<file path="config.mk">
export PLATFORM = sky130hd
export DESIGN_NAME = flag_branch_unit
export DESIGN_NICKNAME = d
export VERILOG_FILES = /design/src/rtl/flag_branch_unit.sv
export SDC_FILE = /design/constraint.sdc
export NUM_CORES = 1
export LEC_CHECK = 0
export BUFFER_PORTS_ARGS = -buffer_cell sky130_fd_sc_hd__buf_2
export CAP_MARGIN = 20
export CORE_ASPECT_RATIO = 1.75
export CORE_MARGIN = 1.5
export CORE_UTILIZATION = 49
export DETAILED_ROUTE_END_ITERATION = 8
export PLACE_DENSITY = 0.76
export SYNTH_ARGS = -nofsm -noshare
export SYNTH_HDL_FRONTEND = slang
export SYNTH_SLANG_ARGS = --single-unit
</file>
<file path="constraint.sdc">
create_clock -name CLK -period 2.2 [get_ports CLK]
set_input_delay 0.44 -clock CLK [delete_from_list [all_inputs] [get_ports CLK]]
set_output_delay 0.44 -clock CLK [all_outputs]
set_load 0.01 [all_outputs]
</file>
<file path="src/rtl/flag_branch_unit.sv">
// flag_branch_unit
//   Sits behind the combinational ALU. It holds the ALU flags (carry/shift-out,
//   zero, greater) and feeds them back to the ALU. It also resolves conditional
//   branches against those registered flags.
//
//   Normal branch : BR_VALID in IDLE with no flag write in the same cycle.
//                   TAKEN/TARGET appear one cycle later.
//   Hazard branch : BR_VALID in IDLE while FLAG_WE/SC_WE is also set.
//                   STALL is raised for that cycle and the branch is parked.
//                   It is then re-evaluated in HOLD against the fresh flags,
//                   so TAKEN appears two cycles after BR_VALID.
//   Redirect      : TAKEN is pulsed for one cycle. FLUSH stays high for
//                   FLUSH_CYCLES cycles starting with the TAKEN cycle.
//                   Flag writes and branches are dropped while redirecting,
//                   because they come from squashed instructions.
//
// Ports
//   CLK, Reset         clock, synchronous active-high reset
//   SC_OUT/ZERO/GREATER  ALU flag results
//   FLAG_WE / SC_WE    load ZERO+GREATER / SC_OUT at the next edge
//   BR_VALID, BR_COND, BR_OFFSET, PC_IN   branch request
//   SC_IN/ZERO_IN/GREATER_IN  registered flags back to the ALU
//   STALL              combinational hazard stall (IDLE only)
//   TAKEN, TARGET      registered redirect strobe and PC
//   FLUSH              registered squash of younger instructions
//   TAKEN_COUNT        saturating count of taken branches
module flag_branch_unit #(
  parameter int PC_W         = 10,
  parameter int FLUSH_CYCLES = 2,
  parameter int CNT_W        = 16
) (
  input  logic             CLK,
  input  logic             Reset,
  input  logic             SC_OUT,
  input  logic             ZERO,
  input  logic             GREATER,
  input  logic             FLAG_WE,
  input  logic             SC_WE,
  input  logic             BR_VALID,
  input  logic [2:0]       BR_COND,
  input  logic [7:0]       BR_OFFSET,
  input  logic [PC_W-1:0]  PC_IN,
  output logic             SC_IN,
  output logic             ZERO_IN,
  output logic             GREATER_IN,
  output logic             STALL,
  output logic             TAKEN,
  output logic [PC_W-1:0]  TARGET,
  output logic             FLUSH,
  output logic [CNT_W-1:0] TAKEN_COUNT
);

  typedef enum logic [1:0] {IDLE, HOLD, REDIRECT} state_t;

  // A branch is reduced to its condition and its already-computed target.
  // Parking the target instead of PC+offset keeps the HOLD path short.
  typedef struct packed {
    logic [2:0]      cond;
    logic [PC_W-1:0] target;
  } br_req_t;

  // The counter holds the number of FLUSH cycles still owed after the current one.
  localparam logic [2:0] FLUSH_LAST = 3'(FLUSH_CYCLES - 1);

  state_t     state;
  logic [2:0] flush_cnt;
  br_req_t    held_req;
  br_req_t    in_req;
  br_req_t    cur_req;
  logic       hazard;
  logic       fire;
  logic       take;

  function automatic logic cond_met(input logic [2:0] c, input logic sc,
                                    input logic z, input logic g);
    logic r;
    r = 1'b0;
    case (c)
      3'd0:    r = 1'b1;
      3'd1:    r = z;
      3'd2:    r = !z;
      3'd3:    r = g;
      3'd4:    r = !g;
      3'd5:    r = sc;
      3'd6:    r = !sc;
      default: r = 1'b0;   // code 7 is reserved and never taken
    endcase
    return r;
  endfunction

  always_comb begin
    in_req.cond   = BR_COND;
    // The target wraps modulo 2^PC_W.
    in_req.target = PC_IN + PC_W'($signed(BR_OFFSET));
  end

  // A flag write in the same cycle as a branch would change the condition
  // after it was evaluated. The branch is therefore deferred by one cycle.
  assign hazard  = (state == IDLE) && BR_VALID && (FLAG_WE || SC_WE);
  assign STALL   = hazard;
  assign cur_req = (state == HOLD) ? held_req : in_req;
  assign fire    = ((state == IDLE) && BR_VALID && !hazard) || (state == HOLD);
  assign take    = fire && cond_met(cur_req.cond, SC_IN, ZERO_IN, GREATER_IN);

  always_ff @(posedge CLK) begin
    if (Reset) begin
      state       <= IDLE;
      flush_cnt   <= '0;
      held_req    <= '0;
      SC_IN       <= 1'b0;
      ZERO_IN     <= 1'b0;
      GREATER_IN  <= 1'b0;
      TAKEN       <= 1'b0;
      TARGET      <= '0;
      FLUSH       <= 1'b0;
      TAKEN_COUNT <= '0;
    end else begin
      // Writes seen during REDIRECT come from squashed instructions.
      if (state != REDIRECT) begin
        if (FLAG_WE) begin
          ZERO_IN    <= ZERO;
          GREATER_IN <= GREATER;
        end
        if (SC_WE) SC_IN <= SC_OUT;
      end

      TAKEN <= 1'b0;

      case (state)
        IDLE: begin
          if (hazard) begin
            held_req <= in_req;
            state    <= HOLD;
          end
        end
        HOLD: state <= IDLE;   // overridden below when the branch is taken
        REDIRECT: begin
          if (flush_cnt == '0) begin
            FLUSH <= 1'b0;
            state <= IDLE;
          end else begin
            flush_cnt <= flush_cnt - 3'd1;
          end
        end
        default: state <= IDLE;
      endcase

      // take can only be set in IDLE or HOLD.
      if (take) begin
        state     <= REDIRECT;
        TAKEN     <= 1'b1;
        TARGET    <= cur_req.target;
        FLUSH     <= 1'b1;
        flush_cnt <= FLUSH_LAST;
        if (TAKEN_COUNT != '1) TAKEN_COUNT <= TAKEN_COUNT + 1'b1;
      end
    end
  end

endmodule

</file>
After elaboration in Yosys (flattened, before gate mapping):

Cells that the tools add are included.

* add/sub/neg operators: 3
* $mul: 0
* divide/modulo/power cells: 0
* order comparisons: 0
* equality and inequality tests: 15
* shifts and indexed selects: 0
* multiplexer cells: 13
* bitwise gates (word level): 1
* reduce and logical (&&, ||, !) cells: 25

Operator list (count)
* AND reduction 2 bit: 9
* adder 16 x 1 -> 16 bit, second input constant: 1
* inequality test 16 bit, second input constant: 1
* two-way mux 13 bit: 1
* adder 10 bit: 1
* equality test 3 bit, second input constant: 3
* inequality test 2 bit, second input constant: 4
* two-way mux 1 bit: 7
* case mux 1 bit (7 select lines): 1
* equality test 3 x 2 -> 1 bit, second input constant: 2
* zero test 3 bit: 2
* two-way mux 2 bit: 3
* inequality test 3 bit, second input constant: 2
* logical AND 1 bit: 4
* zero test 1 bit: 4
* case mux 2 bit (2 select lines): 1
* nonzero test 2 bit: 2
* equality test 3 x 1 -> 1 bit, second input constant: 1
* subtractor 3 x 1 -> 3 bit, second input constant: 1
* equality test 2 x 1 -> 1 bit, second input constant: 1
* equality test 2 bit, second input constant: 1
* zero test 2 bit: 1
* logical OR 1 bit: 2
* OR reduction 2 bit: 1
* NOT 1 bit: 1

* flip-flop bits (word level): 49
* latch bits: 0
* memory bits (writable): 0
* bits in read-only memories: 0
* output and inout bits: 32
* word-level logic and storage cells: 70
* memories kept: 0

Longest topological paths before layout:

* word-level depth: 9
* mapped depth: 9
* gate-level depth less buffers: 8

Least setup slack after synthesis:

OpenSTA, ideal clock, no wires.

* kind: input port to flip-flop
* from: in BR_OFFSET[0]
* to: reg TARGET[8]
* library setup time: 132 ps
* arrival: 2040 ps
* path slack: 27 ps
* stages on the path: 8
* buffers on the path: 0
* path through: ha_1 fa_1 a21oi_1 o211ai_1 o41ai_1 xnor2_1 a211oi_1 nor3_1

* word-level cells in the longest chain between the ends: 2

RTL lines
* start, declared: line 41 `input logic [7:0] BR_OFFSET,`
* adder 10 bit: line 94 `in_req.target = PC_IN + PC_W'($signed(BR_OFFSET));`
* two-way mux 13 bit: line 101 `assign cur_req = (state == HOLD) ? held_req : in_req;`
* end signal, assigned: line 152 `TARGET <= cur_req.target;`
* end, declared: line 48 `output logic [PC_W-1:0] TARGET,`

No other way between the ends.
A chain may end at the register's enable or synchronous reset.

Worst setup path after layout:

* from: reg SC_IN
* to: reg TAKEN_COUNT[4]

* word-level cells in the longest chain between the ends: 4

RTL lines
* start, declared: line 43 `output logic SC_IN,`
* start signal, assigned: line 110 `SC_IN <= 1'b0;`
* start signal, assigned: line 124 `if (SC_WE) SC_IN <= SC_OUT;`
* zero test 1 bit: line 85 `3'd6: r = !sc;`
* case mux 1 bit (7 select lines) *: line 78 `case (c)`
* logical AND 1 bit *: line 103 `assign take = fire && cond_met(cur_req.cond, SC_IN, ZERO_IN, GREATER_IN);`
* AND reduction 2 bit (no line) *
* end signal, assigned: line 155 `if (TAKEN_COUNT != '1) TAKEN_COUNT <= TAKEN_COUNT + 1'b1;`
* end, declared: line 50 `output logic [CNT_W-1:0] TAKEN_COUNT`

Every way passes the cells marked *; elsewhere a longest branch is shown, timed or not.

==> impl_metrics.yaml <==
outcome:
  status: "complete, no violations"
logic_synthesis:
  postSynthAreaPerCell_sq_um: 8.26
  synth.distinct_cells: 52
  yosysTopAreaCell: "dfxtp_1"
  ys_async_sr_fraction_pct: 0
  synth_ff_type: "dfxtp_1"
  yosys_warnings: 0
  synth_area_sq_um: 2720
  synth-edff-count: 0
  synth_cells: 329
  ys_seq_elements: 49
  synthTopCellsByArea: "dfxtp_1 36%, nand2_1 6.8%, a21oi_1 6.6%, ha_1 5.5%, nor2_1 3.0%"
  yosysTopAreaCellShare_pct: 36.1
  ys_seq_area_share_pct: 36.1
  synth_commonest_cells: "49 x dfxtp_1, 49 x nand2_1, 36 x a21oi_1"
  synth_nets: 371
setup_path:
  cp.arrival_ns: 2.33
  critPathCaptureType: "flip-flop"
  reg2regPathDepth: 7
  required_ns: 2.39
  worstPathMaxFanout: 7
  cp-start-kind: "flip-flop"
  worstReg2RegEnd: "TAKEN_COUNT[4]$_SDFFE_PP0P_"
  crit-reg2reg-launch: "SC_IN$_SDFFE_PP0P_"
  crit_type: "reg2reg"
  r2r_slack_ns: 0.06
placed_design:
  io_buffers: 60
  gpl.final_weighted_congestion: 0.791
  hpwl_mm: 4.72
  postPlaceCellArea_sq_um: 3170
routing:
  wl_met3_um: 252
  wl_met1_mm: 2.51
  first_iter_violations: 97
  drt-pass1-iter-count: 4
  wl_met2_mm: 3.65
  top_layer_used: "met4"
  wl_per_cell_um: 13.8
  vias: 2683
  drc: 0
  vias_per_cell: 5.64
  route.antenna.remaining_nets: 0
  finalWirelength_mm: 6.56
sta:
  fin_hold_ws_ns: 0.378
  timing.final.max_slew_violations: 0
  tightestPinTransition_ns: 0.896
  fmax_mhz: 468
  min_period_ns: 2.14
  clock_skew_ns: 0.00660
  slew_headroom_pct: 40.3
  setup_tns_ns: 0
  final.period_utilization_pct: 97.2
  final-hold-violation-count: 0
  setup_viol: 0
global_routing:
  grt_pass1_wl_mm: 10.2
  grt_max_degree: 53
  antenna_found_initial: 0
  grt_pass1_vias: 2438
  overflow: 0
  groute.usage.overall_pct: 21.6
hold_path:
  min_path_cells: 3
  min_from: "SC_OUT"
  hold_path_class: "in2reg"
  holdPathEnd: "SC_IN$_SDFFE_PP0P_"
clocking:
  cts_root_buf: "clkbuf_8"
  cts_made_buffers: 5
  cts_sinks: 49
  ctsHoldBuffers: 0
  cts_tree: "built"
  clkSlewWorstSetupHoldPaths_ns: 0.09
  cts_buffer_depth: 2
  clk_latency_ns: 0.30
  htreeDepth: 2
die:
  die_w_um: 59.3
  coreArea_sq_um: 5300
  die_y_um: 101
  num_io_pins: 61
  initial_core_util_pct: 51.3
  dieArea_sq_um: 6020
  rows: 35
final_layout:
  nFillCells: 469
  multi_input_area_sq_um: 1690
  layout.area.seq_sq_um: 987
  area_growth_pct: 27.0
  final_nets: 443
  antenna_cells: 0
  drive_gt1_share_pct: 27.4
  design_area_sq_um: 3450
run:
  cap_viol_max_count: 0
pwr:
  p_leak_nw: 1.45
  finalPower_mw: 2.19
  power.density_nw_per_um2: 635
  peakVddDrop_mv: 0.364
## cell type report
| type | instances | area share, % |
|---|---|---|
| Inverter | 10 | 1.09 |
| Timing Repair Buffer | 81 | 14.6 |
| Sequential cell | 49 | 28.6 |
| Clock buffer | 5 | 1.99 |
| Multi-Input combinational cell | 254 | 49.1 |
| Tap cell | 74 | 2.68 |
| Clock inverter | 3 | 1.89 |
## per-stage QoR
step | setup WS, ns | util [%] | cells
floorplan | 0.0275 | - | 329
global placement | -0.198 | 59.9 | 462
detailed placement | -0.252 | 59.9 | 462
CTS | 0.00248 | 62.4 | 470
global route | -0.0219 | 65.1 | 476
finish | 0.0611 | 65.1 | 476
## cell usage in the layout (no fill, tap or decap), drive strengths merged, types with 2 or more instances in the layout
master and instances:
o2111ai 2, and2 3, o31ai 3, or3 5, o21bai 3, nor2 22
a31oi 2, dfxtp 49, o211ai 2, buf 80, nand2b 3, nand2 49
nand4 8, bufinv 2, nor4 2, a21o 4, mux2 8, o21ai 10
ha 12, or4 4, mux2i 4, o41ai 2, inv 10, nor2b 11
a211oi 9, nand3b 2, nand3 10, nor3 10, xnor2 9, a21oi 36
clkbuf 6, and3 5
## power by group
group	internal [mW]	switching (mW)	total [mW]
combinational	0.214	0.243	0.457
clock	0.452	0.311	0.762
sequential	0.937	0.0350	0.972
total	1.60	0.589	2.19
## metal layers
metal	track usage, %	vias to the layer above
met4	8.92	0
li1	-	1323
met3	2.81	12
met1	21.9	1276
met2	41.9	72
met5	0	-
## worst max-delay path by stage
stage	startpoint	to	slack, ns	cells past startpoint
after floorplan	BR_OFFSET[0]	TARGET[8]$_SDFFE_PP0P_	0.03	8
after global placement	BR_OFFSET[0]	TARGET[8]$_SDFFE_PP0P_	-0.20	9
after detailed placement	BR_OFFSET[0]	TARGET[8]$_SDFFE_PP0P_	-0.25	9
after CTS	state[1]$_SDFFE_PP0P_	TAKEN_COUNT[4]$_SDFFE_PP0P_	0.002	7
after global routing	state[0]$_SDFFE_PP0P_	TAKEN_COUNT[4]$_SDFFE_PP0P_	-0.02	7
final	SC_IN$_SDFFE_PP0P_	TAKEN_COUNT[4]$_SDFFE_PP0P_	0.06	7
## timing repair
item | 4_1_cts | 5_1_grt
setup buffers | 0 | 4
pin swaps | 0 | 5
gates cloned | 0 | 2
setup endpoints to repair | 2 | 15
gates resized for setup | 1 | 16
## logic make-up after synthesis
logic type	after synthesis	synth area share, %
AND/OR/NAND/NOR	139	25.5
buffers and inverters	27	4.42
adder cells (fa/ha/maj)	13	6.26
flip-flops	49	36.1
AO/OA/AOI/OAI	78	18.8
multiplexers	13	5.62
XOR/XNOR	10	3.22
## flip-flops by register name (all words and copies together) (netlist names), 2 cells and up
register and flops:
TAKEN_COUNT 16, held_req 13, TARGET 10, flush_cnt 3, state 2
## critical path, cell delays in order, from the launching register on
cell and delay [ns]:
dfxtp_2 0.37, nor4bb_1 0.29, a31oi_1 0.10, a21oi_2 0.23, o2111ai_4 0.29, buf_12 0.23, nor3_2 0.21, mux2_4 0.32
(Power assumes the default switching activity.)
